**src/rtl/trap_ctrl.sv**
```systemverilog
// trap_ctrl: prioritises fetch/decode/ld-st exceptions, updates the machine trap CSRs and pulses fetch redirects
// Ports: clk, rst (sync, active-high); exception events + current_pc/inst_word/fault_addr; mret;
//        csr_we/csr_addr/csr_wdata -> csr_rdata; epc_value, trap_handler_addr; trap_enable/ret_enable pulses.
// Optional: define TRAP_MTVAL_EN to implement a capturing, writable mtval (otherwise it reads 0).
module trap_ctrl #(
   parameter logic [31:0] MTVEC_RESET = 32'h0000_0100
) (
   input  logic        clk,
   input  logic        rst,
   input  logic        fetch_misaligned,
   input  logic        fetch_fault,
   input  logic        illegal_inst,
   input  logic        ebreak,
   input  logic        ecall,
   input  logic        load_misaligned,
   input  logic        load_fault,
   input  logic        store_misaligned,
   input  logic        store_fault,
   input  logic [31:0] current_pc,
   input  logic [31:0] inst_word,
   input  logic [31:0] fault_addr,
   input  logic        mret,
   input  logic        csr_we,
   input  logic [11:0] csr_addr,
   input  logic [31:0] csr_wdata,
   output logic [31:0] csr_rdata,
   output logic [31:0] epc_value,
   output logic [31:0] trap_handler_addr,
   output logic        trap_enable,
   output logic        ret_enable
);
   typedef enum logic [1:0] {IDLE, TRAP, RET} state_t;
   state_t      r_state, w_next;
   logic [31:0] r_mtvec, r_mepc, w_mtval_rd;
   logic [3:0]  r_mcause, w_cause;
   logic        w_any, w_trap;
   logic        w_wr_mtvec, w_wr_mepc, w_wr_mcause;
   logic        w_unused;
   assign w_any = fetch_misaligned | fetch_fault | illegal_inst | ebreak | ecall |
                  load_misaligned | load_fault | store_misaligned | store_fault;
   assign w_trap = (r_state == IDLE) && w_any;
   assign w_wr_mtvec  = csr_we && csr_addr == 12'h305;
   assign w_wr_mepc   = csr_we && csr_addr == 12'h341;
   assign w_wr_mcause = csr_we && csr_addr == 12'h342;
   always_comb begin
      w_next = (r_state == IDLE) ? (w_any ? TRAP : (mret ? RET : IDLE)) : IDLE;
      w_cause = fetch_fault      ? 4'd1  :
                fetch_misaligned ? 4'd0  :
                illegal_inst     ? 4'd2  :
                ebreak           ? 4'd3  :
                ecall            ? 4'd11 :
                store_misaligned ? 4'd6  :
                load_misaligned  ? 4'd4  :
                store_fault      ? 4'd7  : 4'd5;
   end
`ifdef TRAP_MTVAL_EN
   logic [31:0] r_mtval, w_tval;
   assign w_tval = (w_cause == 4'd2)  ? inst_word  :
                   (w_cause == 4'd3)  ? current_pc :
                   (w_cause == 4'd11) ? 32'd0      : fault_addr;
   always_ff @(posedge clk) begin
      if (rst)
         r_mtval <= 32'd0;
      else if (w_trap)
         r_mtval <= w_tval;
      else if (csr_we && csr_addr == 12'h343)
         r_mtval <= csr_wdata;
   end
   assign w_mtval_rd = r_mtval;
   assign w_unused = ^current_pc[1:0];
`else
   assign w_mtval_rd = 32'd0;
   assign w_unused = ^{current_pc[1:0], inst_word, fault_addr};
`endif
   always_ff @(posedge clk) begin
      if (rst) begin
         r_state  <= IDLE;
         r_mtvec  <= {MTVEC_RESET[31:2], 2'b00};
         r_mepc   <= 32'd0;
         r_mcause <= 4'd0;
      end else begin
         r_state <= w_next;
         if (w_wr_mtvec)
            r_mtvec <= {csr_wdata[31:2], 2'b00};
         if (w_trap)
            r_mepc <= {current_pc[31:2], 2'b00};
         else if (w_wr_mepc)
            r_mepc <= {csr_wdata[31:2], 2'b00};
         if (w_trap)
            r_mcause <= w_cause;
         else if (w_wr_mcause)
            r_mcause <= csr_wdata[3:0];
      end
   end
   always_comb
      csr_rdata = (csr_addr == 12'h305) ? r_mtvec :
                  (csr_addr == 12'h341) ? r_mepc :
                  (csr_addr == 12'h342) ? {28'd0, r_mcause} :
                  (csr_addr == 12'h343) ? w_mtval_rd : 32'd0;
   assign epc_value         = r_mepc;
   assign trap_handler_addr = r_mtvec;
   assign trap_enable       = (r_state == TRAP);
   assign ret_enable        = (r_state == RET);
endmodule

```
**config.mk**
```make
export PLATFORM = sky130hd
export DESIGN_NAME = trap_ctrl
export DESIGN_NICKNAME = d
export VERILOG_FILES = /design/src/rtl/trap_ctrl.sv
export SDC_FILE = /design/constraint.sdc
export NUM_CORES = 1
export LEC_CHECK = 0
export ABC_AREA = 1
export BUFFER_PORTS_ARGS = -buffer_cell sky130_fd_sc_hd__buf_2
export CORE_MARGIN = 8
export CORE_UTILIZATION = 46
export CTS_CLUSTER_DIAMETER = 200
export CTS_CLUSTER_SIZE = 25
export DETAILED_ROUTE_END_ITERATION = 12
export PLACE_DENSITY = 0.95
export SLEW_MARGIN = 40
export SYNTH_ARGS = -nofsm -noshare
export SYNTH_HDL_FRONTEND = slang
export SYNTH_SLANG_ARGS = --single-unit
```
**constraint.sdc**
```tcl
create_clock -name clk -period 2.7 [get_ports clk]
set_input_delay 0.54 -clock clk [delete_from_list [all_inputs] [get_ports clk]]
set_output_delay 0.54 -clock clk [all_outputs]
set_load 0.01 [all_outputs]
```
==> flow_metrics.py <==
metrics = {
    "status": {
        "outcome": "completed",
    },
    "synthesis": {
        "postSynth.topFlopCell": "sky130_fd_sc_hd__dfxtp_1",
        "leading_cell_type_by_number_of_instances_after_synthesis": "sky130_fd_sc_hd__nand2_1",
        "ys_top_cells_by_area": "sky130_fd_sc_hd__dfxtp_1, sky130_fd_sc_hd__nand3_2, sky130_fd_sc_hd__nand2_1, sky130_fd_sc_hd__inv_1, sky130_fd_sc_hd__a21oi_2",
        "post_synth_most_frequent_cells": "sky130_fd_sc_hd__nand2_1, sky130_fd_sc_hd__inv_1, sky130_fd_sc_hd__dfxtp_1",
        "synth_cell_types": 30,
        "ys_ff_latch": 66,
        "synth_area_leader_cell": "sky130_fd_sc_hd__dfxtp_1",
        "area_share_of_the_largest_cell_type_after_synthesis_pct": 34.23,
        "synth-seq-area-share_pct": 34.23,
        "synth-async-reset-ratio_pct": 0,
        "syn_area_per_cell_um2": 7.228,
        "syn-cell-area_um2": 3860,
        "synth_cells": 534,
        "synth_edf_count": 0,
        "yosys_warnings": 0,
    },
    "power_and_ir_drop": {
        "sw_frac_of_total_pct": 26.58,
        "power.static_leakage_nw": 2.405,
        "combinationalPowerShare_pct": 16.3,
        "clockPowerShare_pct": 38.7,
        "irDropWorstVdd_mv": 0.3020,
        "p_per_area_nw_per_um2": 471.3,
        "design_power_total_mw": 2.352,
        "pwr-share-seq_pct": 45.0,
        "switchingPower_mw": 0.6252,
        "cell_internal_pwr_mw": 1.727,
    },
    "setup_path": {
        "crit_end": "csr_rdata[2]",
        "worst_path_required_ns": 2.16,
        "worst_r2r_path_cells": 6,
        "worst-setup-path-type": "primary input to output port",
        "critPathMaxFanout": 17,
        "worst-endpoint-arrival_ns": 1.83,
        "reg2reg_slack_ns": 1.19,
        "regToRegEndpoint": "epc_value[16]",
        "timing.rr.start": "r_state[1]",
        "critical_path_capture_point_type": "output port",
        "origin_of_the_worst_setup_path": "csr_addr[11]",
        "timing.critical_path.from_type": "primary input",
    },
    "die": {
        "floorplan.core_area_um2": 8175,
        "io_pins": 251,
        "die_extent_in_x_um": 107.6,
        "fp-row-count": 33,
        "die_h_um": 107.6,
        "initial_core_util_pct": 47.21,
        "die_footprint_um2": 11580,
    },
    "route": {
        "met3RoutedLength_um": 902,
        "post_drt_via_cell_ratio": 4.977,
        "drt-met1-wl_um": 4944,
        "vias": 4026,
        "firstDrtPassIters": 4,
        "routed-wl-met2_um": 6019,
        "1st_iter_drt_viols": 162,
        "post_drt_wl_per_cell_um": 14.78,
        "postRouteWirelength_um": 11960,
        "route.antenna.remaining_nets": 0,
        "maxUsedRoutingLayer": "met4",
        "drc_errors": 0,
    },
    "sta": {
        "finalCritPeriodShare_pct": 87.77,
        "finalSetupTns_ns": 0,
        "hold_violations": 0,
        "setup_viol_count_final": 0,
        "tightest_pin_transition_ns": 0.5407,
        "period_minus_slack_ns": 2.370,
        "timing.final.ws_setup_ns": 0.3302,
        "clock_skew_ns": 0.007808,
        "grt_setup_unrepaired": "no",
        "finalMaxSlewViolations": 0,
        "max-slew-margin-rel_pct": 63.95,
        "achievable-frequency_mhz": 422.0,
    },
    "clock_tree": {
        "postCtsSetupBuffers": 0,
        "tritoncts_clock_tree": "done",
        "worst_skew_late_latency_ns": 0.32,
        "h-tree-depth": 3,
        "clk_path_buf_depth": 2,
        "clock_edge_transition_at_the_registers_on_the_reported_setup_and_hold_paths_ns": 0.07,
        "cts.sinks": 66,
        "cts_inserted_buffers": 9,
        "cts-root-buf": "sky130_fd_sc_hd__clkbuf_8",
        "cts_hold_buf": 0,
        "postCtsResizedCells": 0,
    },
    "global_routing": {
        "grt-ovfl-total": 0,
        "grt_antenna_before_repair": 0,
        "grt_pass1_wl_um": 19350,
        "first_global_vias": 4010,
        "grt_max_degree": 61,
        "grt_util_all_layers_pct": 20.28,
    },
    "final_layout": {
        "layout-drive-gt1-share_pct": 39.77,
        "diodes": 0,
        "layout.cell_area.non_filler_um2": 4990,
        "num-nets-final": 852,
        "areaGrowthSynthToFinish_pct": 29.27,
        "instances_no_fill": 809,
        "fill_cells": 762,
    },
    "placement": {
        "number_of_i_o_port_buffers": 180,
        "preCtsSetupSlack_ns": 0.3154,
        "routabilityCongestion": 0.8308,
        "postPlaceCellArea_um2": 4771,
        "dp.final_hpwl_um": 8981,
        "dpl.cell_count": 793,
    },
    "worst_hold_path": {
        "hold_path.class": "flip-flop to flip-flop",
    },
    "flow_run": {
        "max_cap_viols": 0,
    },
}
[critical path: stages]
cell,delay (ns)
sky130_fd_sc_hd__buf_2,0.09
sky130_fd_sc_hd__nor2_1,0.09
sky130_fd_sc_hd__nand2_1,0.14
sky130_fd_sc_hd__nor2_2,0.18
sky130_fd_sc_hd__inv_2,0.07
sky130_fd_sc_hd__nor2_2,0.10
sky130_fd_sc_hd__buf_4,0.25
sky130_fd_sc_hd__nand3_1,0.10
sky130_fd_sc_hd__o211ai_1,0.10
sky130_fd_sc_hd__buf_2,0.16
[stage by stage]
stage / hold slack [ns] / util (%)
floorplan: 0.4608 / -
global placement: 0.4459 / 58.36
detailed placement: 0.4536 / 58.36
CTS: 0.4613 / 61.03
global route: 0.4613 / 61.03
finish: 0.4621 / 61.03
[power groups by stage]
stage / combinational [mW] / sequential, mW / clock (mW)
after global placement: 0.376 / 1.08 / 0
after floorplan: 0.235 / 1.09 / 0
final: 0.384 / 1.06 / 0.910
after detailed placement: 0.385 / 1.08 / 0
after global routing: 0.428 / 1.06 / 0.976
after CTS: 0.386 / 1.06 / 0.931
[sequential cells by signal, indices dropped and copies added, names as in the netlist]
name               flops
r_mcause               4
trap_handler_addr     30
epc_value             30
r_state                2
[how the worst min path moves through the flow]
stage	from	to	cells after the start	slack, ns
3_3_place_gp	trap_handler_addr[6]	trap_handler_addr[6]	2	0.45
6_report	trap_handler_addr[4]	trap_handler_addr[4]	2	0.46
3_5_place_dp	trap_handler_addr[4]	trap_handler_addr[4]	2	0.45
5_1_grt	mret	r_state[1]	3	0.46
4_1_cts	mret	r_state[1]	3	0.46
2_1_floorplan	r_mcause[2]	r_mcause[2]	2	0.46
[area by class of cell]
class / instances / area [um^2] / share of cell area (%)
multi-input combinational: 350 / 2002 / 40.12
inverter: 80 / 300.3 / 6.018
clock buffer: 11 / 141.4 / 2.834
tap: 105 / 131.4 / 2.633
sequential: 66 / 1321 / 26.48
clock inverter: 5 / 77.57 / 1.555
timing repair buffer: 192 / 1016 / 20.36
[per-layer routing]
metal / GRT usage (%) / vias to the layer above
met1: 22.70 / 1820
met4: 5.253 / 0
met3: 5.749 / 10
met2: 36.58 / 134
met5: 0 / -
li1: - / 2062
[placed cells by master (no fill, tap or decap), types with 3 or more instances in the layout]
| cell | Yosys | routed |
|---|---|---|
| sky130_fd_sc_hd__inv_1 | 75 | 75 |
| sky130_fd_sc_hd__nand2_1 | 77 | 77 |
| sky130_fd_sc_hd__o21ai_1 | 32 | 32 |
| sky130_fd_sc_hd__conb_1 | 1 | 4 |
| sky130_fd_sc_hd__inv_2 | 4 | 4 |
| sky130_fd_sc_hd__nor2_2 | 3 | 3 |
| sky130_fd_sc_hd__o211ai_1 | 3 | 3 |
| sky130_fd_sc_hd__nand3_1 | 43 | 41 |
| sky130_fd_sc_hd__nand4_1 | 3 | 3 |
| sky130_fd_sc_hd__dfxtp_1 | 66 | 66 |
| sky130_fd_sc_hd__buf_4 | 7 | 10 |
| sky130_fd_sc_hd__buf_2 | 10 | 180 |
| sky130_fd_sc_hd__o21ai_0 | 32 | 32 |
| sky130_fd_sc_hd__clkbuf_8 | 0 | 10 |
| sky130_fd_sc_hd__nor2_4 | 2 | 3 |
| sky130_fd_sc_hd__nand3_2 | 29 | 31 |
| sky130_fd_sc_hd__nand3b_1 | 28 | 28 |
| sky130_fd_sc_hd__a21oi_1 | 30 | 30 |
| sky130_fd_sc_hd__a21oi_2 | 29 | 29 |
| sky130_fd_sc_hd__nor2_1 | 28 | 27 |
[cell families (layout without fill, tap and decap cells)]
family | Yosys count | after routing | synth area share (%)
compound gates | 127 | 127 | 19.55
flops | 66 | 66 | 34.23
simple gates | 219 | 219 | 31.48
buf+inv | 121 | 288 | 14.65
other cells | 1 | 4 | 0.09715
Note: power is estimated with default switching activity, not from simulation.
